### config.mk
export PLATFORM = sky130hd
export DESIGN_NAME = ysyx_22050019_mem_arb
export DESIGN_NICKNAME = d
export VERILOG_FILES = /design/src/rtl/ysyx_22050019_mem_arb.sv
export SDC_FILE = /design/constraint.sdc
export NUM_CORES = 1
export LEC_CHECK = 0
export BUFFER_PORTS_ARGS = -buffer_cell sky130_fd_sc_hd__clkbuf_2
export CAP_MARGIN = 25
export CORE_AREA = 2 2 212 214
export CTS_BUF_LIST = sky130_fd_sc_hd__clkbuf_4
export DETAILED_ROUTE_END_ITERATION = 8
export DIE_AREA = 0 0 214 216
export PLACE_DENSITY = 0.51
export RECOVER_POWER = 25
export SLEW_MARGIN = 0
export SYNTH_ARGS = -nofsm -noshare
export SYNTH_HDL_FRONTEND = slang
export SYNTH_SLANG_ARGS = --single-unit
### constraint.sdc
create_clock -name clk -period 1.7 [get_ports clk]
set_input_delay 0.085 -clock clk [delete_from_list [all_inputs] [get_ports clk]]
set_output_delay 0.085 -clock clk [all_outputs]
set_load 0.01 [all_outputs]
### src/rtl/ysyx_22050019_mem_arb.sv
// ---------------------------------------------------------------------------
// ysyx_22050019_mem_arb
//
// Shares the core's single memory port between the instruction fetch unit
// (IFU) and the load/store unit (LSU). One request is accepted at a time and
// latched. It is then driven onto the memory port, and the memory response is
// routed back to the requester that owns it. A cycle counter reports a
// timeout error to the owner if memory never answers.
//
// Ports
//   clk, rst          clock, synchronous active-high reset
//   ifu_req_*         IFU read request (valid/ready handshake, address)
//   ifu_rsp_*         IFU response pulse: data, timeout error flag
//   lsu_req_*         LSU request: address, we, store data, byte mask
//   lsu_rsp_*         LSU response pulse: load data / store ack, error flag
//   mem_req_*         request to memory (valid/ready), latched fields
//   mem_rsp_*         memory response (valid, read data)
// ---------------------------------------------------------------------------
module ysyx_22050019_mem_arb #(
   parameter int ADDR_W   = 64,
   parameter int DATA_W   = 64,
   parameter int LSU_PRIO = 1,
   parameter int TIMEOUT  = 255
) (
   input  logic                clk,
   input  logic                rst,

   input  logic                ifu_req_valid,
   output logic                ifu_req_ready,
   input  logic [ADDR_W-1:0]   ifu_addr,
   output logic                ifu_rsp_valid,
   output logic [DATA_W-1:0]   ifu_rsp_data,
   output logic                ifu_rsp_err,

   input  logic                lsu_req_valid,
   output logic                lsu_req_ready,
   input  logic [ADDR_W-1:0]   lsu_addr,
   input  logic                lsu_we,
   input  logic [DATA_W-1:0]   lsu_wdata,
   input  logic [DATA_W/8-1:0] lsu_wmask,
   output logic                lsu_rsp_valid,
   output logic [DATA_W-1:0]   lsu_rsp_data,
   output logic                lsu_rsp_err,

   output logic                mem_req_valid,
   input  logic                mem_req_ready,
   output logic [ADDR_W-1:0]   mem_addr,
   output logic                mem_we,
   output logic [DATA_W-1:0]   mem_wdata,
   output logic [DATA_W/8-1:0] mem_wmask,
   input  logic                mem_rsp_valid,
   input  logic [DATA_W-1:0]   mem_rsp_data
);

   localparam int MASK_W = DATA_W / 8;
   localparam int CNT_W  = (TIMEOUT > 1) ? $clog2(TIMEOUT + 1) : 1;
   // The TIMEOUT-th cycle spent in ISSUE+WAIT is the one where the counter
   // (cleared on accept) still reads TIMEOUT-1.
   localparam logic [CNT_W-1:0] CNT_LAST = CNT_W'(TIMEOUT - 1);

   typedef enum logic [1:0] {
      IDLE,
      ISSUE,
      WAIT
   } state_t;

   state_t              state;
   state_t              state_nxt;
   logic                owner;        // 0 = IFU, 1 = LSU
   logic                last_grant;   // 0 = IFU, 1 = LSU
   logic [ADDR_W-1:0]   lat_addr;
   logic                lat_we;
   logic [DATA_W-1:0]   lat_wdata;
   logic [MASK_W-1:0]   lat_wmask;
   logic [CNT_W-1:0]    cnt;

   logic                pick_lsu;
   logic                pick_ifu;
   logic                timeout_hit;
   logic                rsp_fire;
   logic                rsp_err;
   logic [DATA_W-1:0]   rsp_data;

   // LSU wins a tie under fixed priority, or under round-robin when the IFU
   // had the previous grant. A lone requester always wins.
   assign pick_lsu    = lsu_req_valid &&
                        (!ifu_req_valid || (LSU_PRIO != 0) || !last_grant);
   assign pick_ifu    = ifu_req_valid && !pick_lsu;
   assign timeout_hit = (TIMEOUT != 0) && (state != IDLE) && (cnt == CNT_LAST);

   // NOTE: state is updated with non-blocking assignments so every register
   // samples the pre-edge values, independent of statement order.
   always_ff @(posedge clk) begin
      if (rst) begin
         state      <= IDLE;
         owner      <= 1'b0;
         last_grant <= 1'b0;
         lat_addr   <= '0;
         lat_we     <= 1'b0;
         lat_wdata  <= '0;
         lat_wmask  <= '0;
         cnt        <= '0;
      end else begin
         state <= state_nxt;
         if ((state == IDLE) && (pick_lsu || pick_ifu)) begin
            owner      <= pick_lsu;
            last_grant <= pick_lsu;
            cnt        <= '0;
            if (pick_lsu) begin
               lat_addr  <= lsu_addr;
               lat_we    <= lsu_we;
               lat_wdata <= lsu_wdata;
               lat_wmask <= lsu_wmask;
            end else begin
               // Fetches are always plain reads.
               lat_addr  <= ifu_addr;
               lat_we    <= 1'b0;
               lat_wdata <= '0;
               lat_wmask <= '0;
            end
         end else if (state != IDLE) begin
            cnt <= cnt + 1'b1;
         end
      end
   end

   // NOTE: every signal driven here gets a default first, so no path through
   // the case statement can leave one unassigned and infer a latch.
   always_comb begin
      state_nxt     = state;
      rsp_fire      = 1'b0;
      rsp_err       = 1'b0;
      rsp_data      = '0;
      ifu_req_ready = 1'b0;
      lsu_req_ready = 1'b0;
      mem_req_valid = 1'b0;
      mem_addr      = lat_addr;
      mem_we        = lat_we;
      mem_wdata     = lat_wdata;
      mem_wmask     = lat_wmask;

      case (state)
         IDLE: begin
            ifu_req_ready = pick_ifu;
            lsu_req_ready = pick_lsu;
            if (pick_ifu || pick_lsu) state_nxt = ISSUE;
         end
         ISSUE: begin
            // Drop the request on timeout so memory cannot accept a
            // transaction nobody is waiting for any more.
            mem_req_valid = !timeout_hit;
            if (timeout_hit) begin
               rsp_fire  = 1'b1;
               rsp_err   = 1'b1;
               state_nxt = IDLE;
            end else if (mem_req_ready) begin
               state_nxt = WAIT;
            end
         end
         WAIT: begin
            // A response arriving on the timeout cycle still wins.
            if (mem_rsp_valid) begin
               rsp_fire  = 1'b1;
               rsp_data  = mem_rsp_data;
               state_nxt = IDLE;
            end else if (timeout_hit) begin
               rsp_fire  = 1'b1;
               rsp_err   = 1'b1;
               state_nxt = IDLE;
            end
         end
         default: state_nxt = IDLE;
      endcase

      ifu_rsp_valid = rsp_fire && !owner;
      ifu_rsp_err   = rsp_err  && !owner;
      ifu_rsp_data  = owner ? '0 : rsp_data;
      lsu_rsp_valid = rsp_fire && owner;
      lsu_rsp_err   = rsp_err  && owner;
      lsu_rsp_data  = owner ? rsp_data : '0;

      // Outputs are forced quiet while reset is asserted, so an abandoned
      // transaction can never emit a response in the reset cycle.
      if (rst) begin
         ifu_req_ready = 1'b0;
         lsu_req_ready = 1'b0;
         ifu_rsp_valid = 1'b0;
         ifu_rsp_err   = 1'b0;
         ifu_rsp_data  = '0;
         lsu_rsp_valid = 1'b0;
         lsu_rsp_err   = 1'b0;
         lsu_rsp_data  = '0;
         mem_req_valid = 1'b0;
         mem_addr      = '0;
         mem_we        = 1'b0;
         mem_wdata     = '0;
         mem_wmask     = '0;
      end
   end

endmodule

Word-level counts from Yosys, hierarchy flattened. Index checks and enable logic that the tools add are counted.

Output and inout bits: 272. Bits of input ports: 271. Register bits: 148. Word-level logic and storage cells: 64.

Add/sub/neg operators: 1. Reduce and logical (&&, ||, !) cells: 15. Equal/unequal tests: 6. Mux-type cells: 35.

Operators with widths (count): 2-to-1 mux 64 bit (10); 2-to-1 mux 8 bit (2); 2-to-1 mux 1 bit (15); 2-to-1 mux 2 bit (5); adder 8 x 1 -> 8 bit, second input constant (1); equality test 8 bit, second input constant (1); logical AND 1 bit (7); inequality test 3 bit, second input constant (2); one-hot mux 2 bit (3 select lines) (1); one-hot mux 1 bit (2 select lines) (2); logical NOT 1 bit (3); AND reduction 3 bit (1); equality test 2 x 1 -> 1 bit, second input constant (1); equality test 2 bit, second input constant (1); logical NOT 2 bit (1); inequality test 2 x 1 -> 1 bit, second input constant (1); nonzero test 2 bit (1); OR reduction 2 bit (1); logical OR 1 bit (1).

Logic depth before layout (Yosys ltp).
Depth after elaboration: 7. Gate-level depth with buffers: 7. Gate-level depth less buffers: 6.

Worst setup path before layout. OpenSTA, ideal clock, no wires.

Kind: register -> output. Start point: reg state[0]. End point: out ifu_rsp_err. Data required time: 1.615 ns. Path buffers: 1. Arrival time: 1.562 ns. Slack: 0.053 ns. Cell stages (with the launch flop): 7. Cells stage by stage: dfxtp_1 -> inv_1 -> ha_1 -> buf_2 -> nand4b_1 -> or2_1 -> nor3_1.

Longest elaborated chain between the ends: 7. Elaborated cells between the ends (all ways): 9. Those cells by class: eq/ne: 2; mux: 4; reduce/logical: 3.

Ends and longest elaborated chain: from (decl) (RTL line 67) `state_t state;`; from (signal assigned) (RTL line 104) `state <= state_nxt;`; nonzero test 2 bit (RTL line 89) `assign timeout_hit = (TIMEOUT != 0) && (state != IDLE) && (cnt == CNT_LAST);`; logical AND 1 bit (RTL line 89); 2-to-1 mux 1 bit (RTL line 152, 166); 2-to-1 mux 1 bit (RTL line 162) `if (mem_rsp_valid) begin`; one-hot mux 1 bit (2 select lines) * (RTL line 142) `case (state)`; logical AND 1 bit * (RTL line 176) `ifu_rsp_err = rsp_err && !owner;`; 2-to-1 mux 1 bit * (RTL line 184) `if (rst) begin`; to (decl) (RTL line 33) `output logic ifu_rsp_err,`.

Every way passes the cells marked *; elsewhere a longest branch is shown, timed or not.

Worst setup path in the final report.
Start point: reg state[0]. End point: out lsu_rsp_data[7].

Longest elaborated chain between the ends: 4.

Ends and longest elaborated chain: equality test 2 bit (RTL line 142); 2-to-1 mux 64 bit (RTL line 142); 2-to-1 mux 64 bit (RTL line 180) `lsu_rsp_data = owner ? rsp_data : '0;`; 2-to-1 mux 64 bit (RTL line 184); to (decl) (RTL line 42) `output logic [DATA_W-1:0] lsu_rsp_data,`.

No other way between the ends.

==> flow_summary.json <==
{
  "ys.warnings.count": 0,
  "final.fill_count": 4321,
  "drt-met1-wl_mm": 14.6,
  "grt_max_degree": 67,
  "io_buffer_count": 542,
  "core_um2": 43800,
  "path_cells": "inv_4 > ha_4 > nand2_4 > nor3b_4 > buf_6 > buf_12 > buf_12 > buf_16 > and2_4 > buf_6",
  "nNetsFinal": 1899,
  "routed_wl_mm": 36.0,
  "ir_drop_uv": 510,
  "min_period_ps": 2310,
  "wl_met2_mm": 17.8,
  "slew-limit-headroom": 0.467,
  "topRoutingLayerUsed": "met4",
  "drc_errors": 0,
  "p_leak_nw": 7.34,
  "cts-root-buf": "clkbuf_4",
  "cts_inserted_buffers": 17,
  "endpoint_kind": "output pin",
  "ys_top_cells_by_area": "dfxtp_1, nor2b_1, and2_1",
  "synth.largest_area_cell": "dfxtp_1",
  "dpl_cell_area_um2": 11100,
  "setup_violations": 280,
  "layout_common_cells": "clkbuf_2, dlygate4sd3_1, dfxtp_1",
  "r2r_slack_ps": -230,
  "synthArstFlopShare": 0,
  "timing.final.crit_share": 1.36,
  "grt_antenna_before_repair": 2,
  "hold_violations": 0,
  "drt_iter0_drc": 404,
  "synth_top_area_frac": 0.395,
  "wl_per_cell_um": 16.2,
  "start_kind": "flop",
  "cts_buffer_depth": 2,
  "syn-cell-area_um2": 7500,
  "final_layout_size_suffix_gt1_frac": 0.491,
  "final_common_cell": "clkbuf_2",
  "rsz0062_at_grt": "yes",
  "design.portCount": 543,
  "finalMaxSlewViolations": 0,
  "finalWorstSetupSlack_ps": -609,
  "cpMaxStageDelayCell": "dfxtp_2",
  "syn_area_per_cell_um2": 9.04,
  "vias": 9190,
  "tightestPinTransition_ps": 798,
  "cts_max_level": 4,
  "worstHoldPathType": "input port to flop",
  "fin_skew_ps": 28.1,
  "setup_tns_ps": -90820,
  "drv_cap": 0,
  "fmax_mhz": 433,
  "place_inst": 1929,
  "syn2layout_area_growth_pct": 109,
  "grt_pass1_wl_mm": 50.5,
  "cts_tree": "done",
  "stdcell_area_um2": 15700,
  "slowest_delay_ps": 360,
  "wl_met3_mm": 2.45,
  "critPathKind": "flop to output pin",
  "grt_usage": 0.142,
  "place_hpwl_mm": 21.1,
  "postRouteAntennaNets": 0,
  "chipWidth_um": 214,
  "cts_sinks": 148,
  "clk_pin_slew_ps": 140,
  "worstPathRequired_ps": 1620,
  "vias_per_cell": 4.12,
  "firstDrtPassIters": 4,
  "outcome": "complete, but fails checks",
  "clk_latency_ps": 690,
  "ys_seq_area_frac": 0.395,
  "p_per_area_nw_per_um2": 907,
  "multi_input_area_um2": 4710,
  "stdcell_count": 2229,
  "gp_congestion": 0.850,
  "syn_nets": 1107,
  "regArea_um2": 2970,
  "synth-main-ff-cell": "dfxtp_1",
  "critPathArrivalTime_ps": 2220,
  "crit_path_max_fanout": 8,
  "rows": 77,
  "dieArea_um2": 46200,
  "fin_util": 0.359,
  "violations": "setup timing",
  "grt.overflow.total": 0,
  "synth_cells": 830,
  "synth_edf_count": 0,
  "initial_core_util": 0.171,
  "fp.dieH_um": 216,
  "synth_cell_types": 41,
  "grt_pass1_vias": 9121,
  "ys_seq_elements": 148
}
==> cell families (layout without fill, tap and decap cells) <==
family                     count (synthesis)  after routing  synth area share
muxes                                     64             64            0.0854
DFF                                      148            148             0.395
other                                      0              2                 0
xor gates and xnor gates                   6              6           0.00700
AOI/OAI and AO/OA                        149            149             0.159
buffers and inverters                     78            883            0.0524
adders and majority gates                  6              6            0.0100
and+or+nand+nor                          379            379             0.291
==> worst max-delay path: cells and delay by family, from the launching register on <==
| kind | cells | cell delay [ps] |
|---|---|---|
| buffers and inverters | 6 | 670 |
| AND/OR/NAND/NOR | 3 | 380 |
| flip-flops | 1 | 360 |
| adder cells (fa/ha/maj) | 1 | 140 |
==> synth_stat cells, types with 2 or more instances <==
cell type / count
nand2_1: 5
buf_6: 2
clkbuf_1: 17
nor2b_1: 141
nand2b_1: 2
nand3b_1: 2
a21oi_1: 4
nor2_1: 80
a22o_1: 73
and2_1: 128
inv_1: 3
dfxtp_1: 148
buf_4: 6
nand3_1: 2
nor3b_1: 2
a22oi_1: 2
nand4b_1: 2
clkbuf_2: 6
mux2i_1: 64
xnor2_1: 3
a211oi_1: 64
nor3_1: 4
xor2_1: 3
buf_2: 44
o21ai_0: 2
ha_1: 6
==> layer usage <==
| layer | up-vias | global-route usage |
|---|---|---|
| li1 | 4430 | - |
| met1 | 4278 | 0.161 |
| met2 | 417 | 0.244 |
| met3 | 65 | 0.0406 |
| met5 | - | 0 |
| met4 | 0 | 0.0720 |
==> power breakdown <==
| group | internal (W) | leakage [nW] | switching, W |
|---|---|---|---|
| combinational | 0.00383 | 5.96 | 0.00333 |
| sequential | 0.00431 | 1.22 | 0.000353 |
| clock | 0.000933 | 0.160 | 0.00150 |
==> area by class of cell <==
cell class                      count  share of cell area
Antenna cell                        2            0.000318
Clock buffer                       19             0.00907
Inverter                            3            0.000876
Timing Repair Buffer              848               0.445
Sequential cell                   148               0.189
Clock inverter                     13             0.00955
Multi-Input combinational cell    604               0.300
Tap cell                          592              0.0471
==> stage by stage <==
step	hold WS, ps	worst slack, ps	total power [W]
after global routing	58.0	-789	0.0152
after global placement	302	-23.8	0.00956
final	108	-609	0.0143
after CTS	0.373	-750	0.0134
after floorplan	218	52.9	0.00760
after detailed placement	306	-21.3	0.00961
==> repair_timing <==
| item | in CTS | in global routing |
|---|---|---|
| pin swaps | 77 | 136 |
| setup endpoints to repair | 154 | 310 |
| endpoints found under the hold margin | 147 | 0 |
| gates resized for setup | 92 | 378 |
| gates cloned | 15 | 11 |
| hold buffers | 213 | 0 |
| buffers inserted | 27 | 10 |
==> sequential cells by signal, summed over array words and instances (netlist names) <==
| signal | count |
|---|---|
| lat_addr | 64 |
| lat_wdata | 64 |
| cnt | 8 |
| lat_wmask | 8 |
| state | 2 |
| lat_we | 1 |
| owner | 1 |
==> worst paths after layout <==
kind | cells past startpoint | startpoint | to
worst max-delay path | 10 | state[0] | lsu_rsp_data[7]
worst min-delay path | 4 | rst | lat_wdata[61]
worst max register to register | 10 | state[0] | lat_wmask[2]
worst min register to register | 2 | lat_addr[60] | lat_addr[60]
Note: power is estimated with default switching activity, not from simulation.
